<file path="config.mk">
export PLATFORM = sky130hd
export DESIGN_NAME = fetch_sequencer
export DESIGN_NICKNAME = d
export VERILOG_FILES = /design/src/rtl/fetch_sequencer.sv
export SDC_FILE = /design/constraint.sdc
export NUM_CORES = 1
export LEC_CHECK = 0
export ABC_CLOCK_PERIOD_IN_PS = 3500
export CORE_MARGIN = 8
export CORE_UTILIZATION = 40
export CTS_BUF_LIST = sky130_fd_sc_hd__clkbuf_4 sky130_fd_sc_hd__clkbuf_8
export DETAILED_ROUTE_END_ITERATION = 10
export PLACE_DENSITY = 0.83
export REMOVE_ABC_BUFFERS = 1
export SYNTH_ARGS = -nofsm -noshare
export SYNTH_HDL_FRONTEND = slang
export SYNTH_SLANG_ARGS = --single-unit
</file>
<file path="constraint.sdc">
create_clock -name clk -period 3.5 [get_ports clk]
set_clock_uncertainty 0.1 [all_clocks]
set_input_delay 0.525 -clock clk [delete_from_list [all_inputs] [get_ports clk]]
set_output_delay 0.525 -clock clk [all_outputs]
set_load 0.02 [all_outputs]
</file>
<file path="src/rtl/fetch_sequencer.sv">
// -----------------------------------------------------------------------------
// fetch_sequencer
//
// Front-end fetch controller for the dual-slot pipeline. Owns the fetch PC,
// issues one 64-bit instruction-memory request at a time, holds the returned
// doubleword in a one-entry bundle buffer that feeds the static branch
// predictor, and hands decode a two-slot bundle with per-slot valid bits.
// The next fetch PC comes from (highest priority first) an execute-stage
// redirect, a predicted-taken target, or the sequential doubleword.
//
// Ports
//   clk, rst                 clock; synchronous active-high reset
//   mem_req/mem_addr         fetch request and doubleword-aligned address
//   mem_ready/mem_rdata      response strobe and data (slot0 = low word)
//   pred_instr_low/high      buffered slot words to the predictor
//   pred_pc/pred_pc2         buffered bundle base and "slot0 not in bundle"
//   pred_take/target/skip_b  predictor decision for the buffered bundle
//   redirect_valid/pc        execute-stage PC correction
//   out_valid/out_ready      bundle handshake with decode
//   out_pc, out_instr_*      bundle base address and slot words
//   out_low/high_valid       per-slot architectural liveness
// -----------------------------------------------------------------------------
module fetch_sequencer #(
    parameter logic [31:0] RESET_PC = 32'h0000_0000
) (
    input  logic        clk,
    input  logic        rst,

    output logic        mem_req,
    output logic [31:0] mem_addr,
    input  logic        mem_ready,
    input  logic [63:0] mem_rdata,

    output logic [31:0] pred_instr_low,
    output logic [31:0] pred_instr_high,
    output logic [31:0] pred_pc,
    output logic        pred_pc2,
    input  logic        pred_take,
    input  logic [31:0] pred_target,
    input  logic        pred_skip_b,

    input  logic        redirect_valid,
    input  logic [31:0] redirect_pc,

    output logic        out_valid,
    input  logic        out_ready,
    output logic [31:0] out_pc,
    output logic [31:0] out_instr_low,
    output logic [31:0] out_instr_high,
    output logic        out_low_valid,
    output logic        out_high_valid
);

    typedef enum logic [1:0] {
        FETCH = 2'd0,   // request outstanding for pc (once armed)
        HOLD  = 2'd1,   // bundle buffered, offered to decode
        DRAIN = 2'd2    // request outstanding, its data is stale
    } state_t;

    state_t      state, state_nxt;
    logic [31:0] pc, pc_nxt;
    logic [31:0] bpc, bpc_nxt;
    logic [31:0] buf_low, buf_low_nxt;
    logic [31:0] buf_high, buf_high_nxt;

    // Clear during reset and the cycle reset deasserts, so the first request
    // appears one cycle after reset is sampled low.
    logic        armed;

    logic        req_active;
    logic        resp;
    logic [31:0] redirect_aligned;
    logic [31:0] bundle_base;
    logic [31:0] seq_pc;

    assign req_active       = armed && (state != HOLD);
    assign resp             = req_active && mem_ready;
    assign redirect_aligned = redirect_pc & ~32'h3;
    assign bundle_base      = bpc & ~32'h7;
    assign seq_pc           = bundle_base + 32'd8;   // wraps modulo 2^32

    // -------------------------------------------------------------------------
    // State register
    // -------------------------------------------------------------------------
    // NOTE: sequential state uses non-blocking assignments so every register
    // samples the pre-edge values computed by the combinational process.
    always_ff @(posedge clk) begin
        if (rst) begin
            state    <= FETCH;
            pc       <= RESET_PC;
            bpc      <= 32'h0;
            // NOTE: the bundle buffer is a plain register pair, not a memory
            // array, so it is cleared here to give decode and the predictor
            // defined values straight out of reset.
            buf_low  <= 32'h0;
            buf_high <= 32'h0;
            armed    <= 1'b0;
        end else begin
            state    <= state_nxt;
            pc       <= pc_nxt;
            bpc      <= bpc_nxt;
            buf_low  <= buf_low_nxt;
            buf_high <= buf_high_nxt;
            armed    <= 1'b1;
        end
    end

    // -------------------------------------------------------------------------
    // Next-state and output logic
    // -------------------------------------------------------------------------
    // NOTE: every variable written below gets a default first, so no path
    // through the case statement can leave one unassigned and infer a latch.
    always_comb begin
        state_nxt      = state;
        pc_nxt         = pc;
        bpc_nxt        = bpc;
        buf_low_nxt    = buf_low;
        buf_high_nxt   = buf_high;
        mem_req        = req_active;
        out_valid      = 1'b0;
        out_low_valid  = 1'b0;
        out_high_valid = 1'b0;

        unique case (state)
            FETCH: begin
                if (redirect_valid) begin
                    pc_nxt = redirect_aligned;
                    // A request already on the bus cannot be aborted; wait
                    // out its response unless it is arriving right now.
                    if (req_active && !mem_ready) state_nxt = DRAIN;
                end else if (resp) begin
                    buf_low_nxt  = mem_rdata[31:0];
                    buf_high_nxt = mem_rdata[63:32];
                    bpc_nxt      = pc;
                    state_nxt    = HOLD;
                end
            end

            HOLD: begin
                out_valid      = !redirect_valid;
                out_low_valid  = !bpc[2];
                out_high_valid = !(pred_take && pred_skip_b);
                if (redirect_valid) begin
                    pc_nxt    = redirect_aligned;
                    state_nxt = FETCH;
                end else if (out_ready) begin
                    pc_nxt    = pred_take ? pred_target : seq_pc;
                    state_nxt = FETCH;
                end
            end

            DRAIN: begin
                if (redirect_valid) pc_nxt = redirect_aligned;
                // The stale response ends the drain even if a newer redirect
                // lands in the same cycle; pc already holds the latest target.
                if (resp) state_nxt = FETCH;
            end

            default: state_nxt = FETCH;
        endcase
    end

    // -------------------------------------------------------------------------
    // Registered-only outputs
    // -------------------------------------------------------------------------
    assign mem_addr        = pc & ~32'h7;
    assign pred_instr_low  = buf_low;
    assign pred_instr_high = buf_high;
    assign pred_pc         = bundle_base;
    assign pred_pc2        = bpc[2];
    assign out_pc          = bundle_base;
    assign out_instr_low   = buf_low;
    assign out_instr_high  = buf_high;

endmodule

</file>
# Word-level counts from Yosys, hierarchy flattened
# Cells that the tools add are included.
[totals]
ff_bits = 131
latch_bits = 0
mem_bits_rw = 0
romBits = 0
in_bits = 135
out_inout_bits = 229
word_cells = 46
memories = 0
[classes]
n_addsub = 1
n_mul = 0
div = 0
n_lt_le_gt_ge = 0
n_eq_ne = 8
shift = 0
mux = 16
n_bitwise = 1
n_reduce_logical = 14
[op_table]
columns = ["operator", "n"]
rows = [
  ["32-bit 2-to-1 mux", 4],
  ["32-bit case mux with 2 select lines", 1],
  ["32-bit by 4-bit adder with 32-bit output (second input constant)", 1],
  ["2-bit 2-to-1 mux", 6],
  ["3-bit inequality test (second input constant)", 3],
  ["2-bit case mux with 3 select lines", 1],
  ["3-bit AND reduction", 2],
  ["1-bit logical AND", 4],
  ["1-bit logical NOT", 4],
  ["1-bit 2-to-1 mux", 4],
  ["2-bit by 1-bit inequality test with 1-bit output (second input constant)", 2],
  ["4-bit AND reduction", 1],
  ["2-bit by 1-bit == test with 1-bit output (second input constant)", 1],
  ["2-bit == test (second input constant)", 1],
  ["2-bit logical NOT", 1],
  ["2-bit inequality test (second input constant)", 1],
  ["2-bit nonzero test", 1],
  ["2-bit OR reduction", 1],
  ["1-bit NOT", 1],
]

# Logic depth before layout (Yosys ltp)
# Gate-level depths: netlist of run 1.
[logic_depth]
word_depth = 6
depth_mapped = 8
ltp_nobuf = 6

# Worst setup path before layout of run 1
# No wires, ideal clock.
[synth_path]
path_kind = "input -> output"
from = "input port redirect_valid"
to = "output port out_valid"
t_arrival_ps = 1522
required_ps = 2875
slack_ps = 1353
path_stages = 5
path_cell_list = "nand2b_1 clkbuf_1 clkbuf_1 buf_1 nor2_1"
[synth_via]
elab_chain_cells = 2
[synth_rtl]
columns = ["item", "line", "text"]
rows = [
  ["from (decl)", "42", "input logic redirect_valid,"],
  ["1-bit logical NOT", "140", "out_valid = !redirect_valid;"],
  ["1-bit 2-to-1 mux", "124", "unique case (state)"],
  ["to (decl)", "45", "output logic out_valid,"],
]
# Every way passes these cells.

# Worst setup path after layout of run 1
# Ends and elaborated chain as after synthesis.

==> run_results.csv, run 1 <==
group,metric,value,unit
status,outcome,"complete, no violations",
critical_path,required,2870,ps
yosys,synth_top_family_by_area,"simple AND/OR/NAND/NOR gates",
detailed_routing,via_per_inst,5.13,
finish,fin_nets,1188,
floorplan,boundaryPins,364,
detailed_routing,ant_nets,0,
sta,finalSetupViolations,0,
global_routing,grt.overflow.total,0,
placed_design,dp_slack,804,ps
yosys,ys_warn_count,0,
floorplan,die_height,144,um
sta,whs,358,ps
yosys,ys_ff_latch,127,
floorplan,initial_utilization,0.410,
yosys,synthArstFlopShare,0,
global_routing,antenna_found_initial,0,
finish,drive_gt1_frac,0.0573,
cts,cts_buffer_depth,2,
yosys,synthDistinctLibCells,53,
critical_path,path_class,"in2out",
sta,finalHoldViolCount,0,
finish,n_fill_cell,1365,
hold_path,min_path_type,"reg2reg",
finish,layout-area-overhead-vs-synth,48.4,%
global_routing,grt_pass1_wl,35700,um
run,max_cap_violations,0,
yosys,synthSimpleGateAreaFrac,0.206,
cts,insertion_delay,440,ps
cts,clock_sinks,127,
floorplan,row_count,46,
yosys,syn_area,0.00653,mm^2
finish,fin_util,0.608,
critical_path,cp_num_buf_inv,2,
yosys,synth_edf_count,0,
sta,rsz0062_at_grt,"false",
yosys,synthAdderAreaFrac,0.00192,
finish,diodes,0,
global_routing,grt_max_degree,96,
placed_design,dp_hpwl,17300,um
detailed_routing,dr.pass1.iters,6,
placed_design,place.gp.congestion,0.843,
yosys,netlist_top_cells_area,"dfxtp_1 (39%), buf_4 (15%), nand2_1 (12%), a21oi_1 (10%), clkbuf_1 (2.6%)",
yosys,synthMuxAreaShare,0.00307,
critical_path,cp_max_fo,7,
critical_path,crit_top_cell,"clkdlybuf4s50_1",
critical_path,crit_slowest_cell,"clkdlybuf4s50_1",
cts,clkTransAtPathRegs,80,ps
detailed_routing,wl,23900,um
placed_design,placed_area,0.00923,mm^2
detailed_routing,drt_iter0_drc,344,
detailed_routing,wl_met3,2750,um
power,ir_worst_vdd,0.197,mV
cts,hold_buffers,0,
detailed_routing,route.met2.wl,11800,um
cts,post_cts_buffers,0,
cts,htree_levels,4,
sta,drv_slew,0,
detailed_routing,routed-via-count,6571,
power,leakage,3.35,nW
yosys,yosys.area.top_type,"dfxtp_1",
yosys,synth_xor_area_frac,0.0308,
power,powerDensity,380,mW/mm^2
cts,cts-root-buf,"clkbuf_8",
detailed_routing,wl_met1,8760,um
yosys,synth_compound_area_frac,0.178,
sta,final.period_utilization,0.752,
yosys,synth_area_per_cell,7.66,um^2
sta,layout_min_cycle_time,2630,ps
critical_path,critPathTopFamily,"buffers and inverters",
finish,design_area,0.00970,mm^2
critical_path,crit_chain,"clkdlybuf4s50_1, nand2b_1, nor2_1, clkdlybuf4s50_1",
cts,cts_tree,"yes",
placed_design,portBuffers,350,
global_routing,grt_pass1_vias,6411,
critical_path,crit_path_end_kind,"primary output",
yosys,netlist_instances,853,
yosys,ys_seq_area_frac,0.389,
floorplan,die_area,0.0207,mm^2
sta,relSlewSlack,0.244,
sta,worst_slack,868,ps
critical_path,cpPeakStageDelay,610,ps
floorplan,coreArea,0.0159,mm^2
detailed_routing,top_layer_used,"met4",
cts,post_cts_resized,0,
floorplan,dieWidth,144,um
cts,cts_buffers,17,
sta,worstMarginPinSlew,1130,ps
critical_path,worstPathArrival,2010,ps
critical_path,crit_path_start_kind,"input pin",
sta,fmax,0.380,GHz
detailed_routing,post_drt_wl_per_cell,18.7,um
yosys,synth_top_area_share,0.389,
global_routing,grtUsageTotal,0.222,
yosys,synth-main-ff-cell,"dfxtp_1",
detailed_routing,remaining_drc_errors,0,
## power by group
| group | total (mW) | internal [mW] | switching [mW] | leakage [nW] |
|---|---|---|---|---|
| clock network | 1.49 | 0.879 | 0.615 | 0.234 |
| registers | 1.56 | 1.50 | 0.0549 | 1.03 |
| logic | 0.630 | 0.320 | 0.310 | 2.08 |
## worst paths after layout
check	start	endpoint	slack [ps]	cells past startpoint
max	redirect_valid	out_valid	870	4
min	pc[2]	bpc[2]	360	2
min reg2reg	pc[2]	bpc[2]	360	2
max reg2reg	bpc[4]	pc[31]	1000	6
## registers in the layout, indices dropped and copies added (netlist names)
name	count
armed	1
bpc	30
out_instr_high	32
out_instr_low	32
pc	30
state	2
## cell usage after synthesis (all sizes together), types with 2 or more instances
cell type and count:
a41oi 2, o211ai 12, nor3 9, nor4 5, nor2 12, xnor2 7, buf 141, or4 2
mux2i 2, a221oi 10, nand3b 7, a21boi 2, clkbuf 47, a31oi 6, a211oi 2, nand2 217
a21oi 135, and3 7, inv 9, a21o 2, and2 2, nand4 10, a311oi 2, o21ai 27
nand2b 5, nand3 12, nor3b 3, dfxtp 127, and4 3, xor2 16
## through the flow
stage,power (mW),setup TNS [ps],std cells
floorplan,1.82,-379060,673
global route,3.82,0,1281
CTS,3.71,0,1281
finish,3.68,0,1281
detailed placement,2.22,0,1249
global placement,2.21,0,1249
## layer usage
metal,track usage,vias to the layer above
li1,-,3125
met1,0.238,3073
met2,0.382,332
met3,0.0906,41
met4,0.0902,0
met5,0,-
## layout make-up
type                       instances  area, um^2  share of cell area
timing repair buffer             360        3580               0.370
multi-input combinational        537        2800               0.289
sequential                       127        2540               0.262
tap                              216         270              0.0279
clock buffer                      19         255              0.0263
clock inverter                    13         211              0.0218
inverter                           9        33.8             0.00348
## worst register-to-register path, cell delays in order, from the launching register on
cell,delay [ps]
dfxtp_1,510
ha_1,310
nand4_1,180
nor3_2,560
nand4_1,230
xor2_1,190
a221oi_1,320
## cells in the final DEF, fill, tap and decap left out, drive strengths merged, types with 2 or more instances in the layout
cell type / instances
or4: 2
bufinv: 5
nor2: 12
clkinv: 6
and2: 2
xnor2: 7
a311oi: 2
dfxtp: 127
buf: 12
conb: 9
nand4: 10
clkdlybuf4s50: 348
nor3: 9
nand2b: 5
nand2: 217
mux2i: 2
nor4: 5
a41oi: 2
a21boi: 2
nand3: 12
a211oi: 2
xor2: 16
a221oi: 10
and4: 3
and3: 7
nor3b: 3
a31oi: 6
o21ai: 27
clkbuf: 19
o211ai: 12
inv: 10
nand3b: 7
a21oi: 135
a21o: 2
## logic make-up after synthesis
family,Yosys count
AOI/OAI and AO/OA,206
xor gates and xnor gates,23
adders and majority gates,1
buffers and inverters,197
DFF,127
muxes,2
other,1
and+or+nand+nor,296
No activity file was read; power rests on OpenSTA's default activity.
==> inputs of run 2 (changes only) <==
- ABC_CLOCK_PERIOD_IN_PS: 3500 -> 2290
- CORE_UTILIZATION: 40 -> 36
- PLACE_DENSITY: 0.83 -> 0.79
- clock period: 3.5 -> 2.29 ns (I/O delays scaled with it)
==> run_results.csv, run 2 (synthesis gave the netlist of run 1 again) <==
group,metric,value,unit
status,outcome,"complete, no violations",
finish,register_area,0.00255,mm^2
detailed_routing,routed-via-count,6572,
sta,fmax,0.467,GHz
cts,insertion_delay,450,ps
critical_path,cpPeakStageDelay,620,ps
sta,worst_slack,148,ps
floorplan,coreArea,0.0179,mm^2
critical_path,cp_num_buf_inv,2,
critical_path,required,1850,ps
cts,cts-root-buf,"clkbuf_8",
cts,cts_tree,"yes",
critical_path,critPathTopFamily,"buffers and inverters",
sta,rsz0062_at_grt,"false",
detailed_routing,ant_nets,0,
hold_path,min_path_type,"in2reg",
floorplan,die_height,151,um
global_routing,grt_pass1_wl,37200,um
cts,clkTransAtPathRegs,80,ps
detailed_routing,remaining_drc_errors,0,
finish,multi_input_area,0.00280,mm^2
finish,layout_common_cells,"clkdlybuf4s50_1 (344), nand2_1 (217), a21oi_1 (134)",
global_routing,grt.overflow.total,0,
floorplan,die_area,0.0227,mm^2
global_routing,grtUsageTotal,0.210,
power,power.total,5.18,mW
sta,finalHoldViolCount,0,
critical_path,worstPathArrival,1700,ps
critical_path,crit_path_end_kind,"primary output",
sta,layout_min_cycle_time,2140,ps
cts,cts_buffers,17,
power,ir_worst_vdd,0.304,mV
sta,tns,0,ps
global_routing,grt_max_degree,64,
power,powerDensity,522,mW/mm^2
placed_design,portBuffers,350,
floorplan,initial_utilization,0.365,
finish,layout-area-overhead-vs-synth,52.0,%
detailed_routing,via_per_inst,4.96,
finish,drive_gt1_frac,0.0858,
cts,hold_buffers,0,
placed_design,placed_area,0.00956,mm^2
sta,whs,203,ps
cts,post_cts_buffers,0,
run,max_cap_violations,0,
placed_design,dp_hpwl,18600,um
finish,diodes,0,
finish,n_fill_cell,1630,
cts,htree_levels,4,
finish,fin_nets,1218,
cts,cts_buffer_depth,2,
placed_design,dp_slack,24.2,ps
detailed_routing,wl,24600,um
detailed_routing,drt_iter0_drc,345,
global_routing,antenna_found_initial,0,
floorplan,dieWidth,151,um
critical_path,cp_max_fo,5,
power,leakage,3.53,nW
detailed_routing,dr.pass1.iters,4,
placed_design,place.gp.congestion,0.837,
critical_path,crit_chain,"buf_4, clkdlybuf4s50_1",
detailed_routing,post_drt_wl_per_cell,18.5,um
finish,design_area,0.00992,mm^2
sta,finalSetupViolations,0,
critical_path,crit_path_start_kind,"register",
sta,drv_slew,0,
finish,final_common_cell,"clkdlybuf4s50_1",
global_routing,grt_pass1_vias,6649,
cts,clock_sinks,127,
sta,final.period_utilization,0.935,
floorplan,row_count,49,
floorplan,boundaryPins,364,
critical_path,crit_slowest_cell,"clkdlybuf4s50_1",
critical_path,path_class,"reg2out",
-- run 2: cell types whose count changed in the layout (fill, tap and decap cells not counted) --
cell / previous run / this run
clkinvlp_4: 1 / 5
dfxtp_1: 127 / 124
buf_12: 1 / 8
inv_6: 1 / 5
dfxtp_2: 0 / 3
clkdlybuf4s50_1: 348 / 344
clkbuf_4: 1 / 0
dlygate4sd2_1: 0 / 1
clkinv_4: 4 / 2
bufinv_16: 5 / 0
buf_4: 10 / 33
dlymetal6s2s_1: 0 / 3
-- run 2: report_power, final --
part           internal [mW]  switching [mW]  leakage (nW)
combinational          0.521           0.492          2.33
sequential              2.29          0.0771          1.04
clock                  0.790            1.01         0.169
total                   3.60            1.58          3.53
-- run 2: layout make-up --
| type | count | area share |
|---|---|---|
| Multi-Input combinational cell | 537 | 0.282 |
| Clock inverter | 14 | 0.0110 |
| Clock buffer | 18 | 0.0250 |
| Timing Repair Buffer | 390 | 0.393 |
| Sequential cell | 127 | 0.257 |
| Tap cell | 229 | 0.0289 |
| Inverter | 9 | 0.00340 |
-- run 2: final timing paths --
check / start / endpoint / slack (ps) / depth (start not counted)
hold / removal: rst / bpc[24] / 200 / 2
setup reg to reg: bpc[3] / pc[31] / 260 / 7
hold reg to reg: pc[2] / bpc[2] / 360 / 2
setup / recovery: bpc[3] / out_pc[3] / 150 / 2
-- run 2: repair_timing --
item / CTS / global route
endpoints found under the setup margin: 4 / 5
resized for setup: 3 / 4
hold endpoints to repair: 0 / 0
-- run 2: metrics by stage --
step,utilization,cells
after detailed placement,0.534,1292
after global routing,0.554,1324
after global placement,0.534,1292
final,0.554,1324
after CTS,0.554,1324
after floorplan,-,673
-- run 2: routing by layer --
layer | wire [um] | global-route usage | up-vias | share of wire
met3 | 2900 | 0.0917 | 20 | 0.12
met5 | 0 | 0 | - | 0
met2 | 12300 | 0.364 | 301 | 0.50
li1 | - | - | 3189 | -
met4 | 244 | 0.0495 | 0 | 0.0099
met1 | 9090 | 0.231 | 3062 | 0.37
==> inputs of run 3 (changes only) <==
- CTS_CLUSTER_DIAMETER: not set -> 50
==> results of run 3 <==
Same layout as run 2: the final DEF is identical, and so are final timing and power.
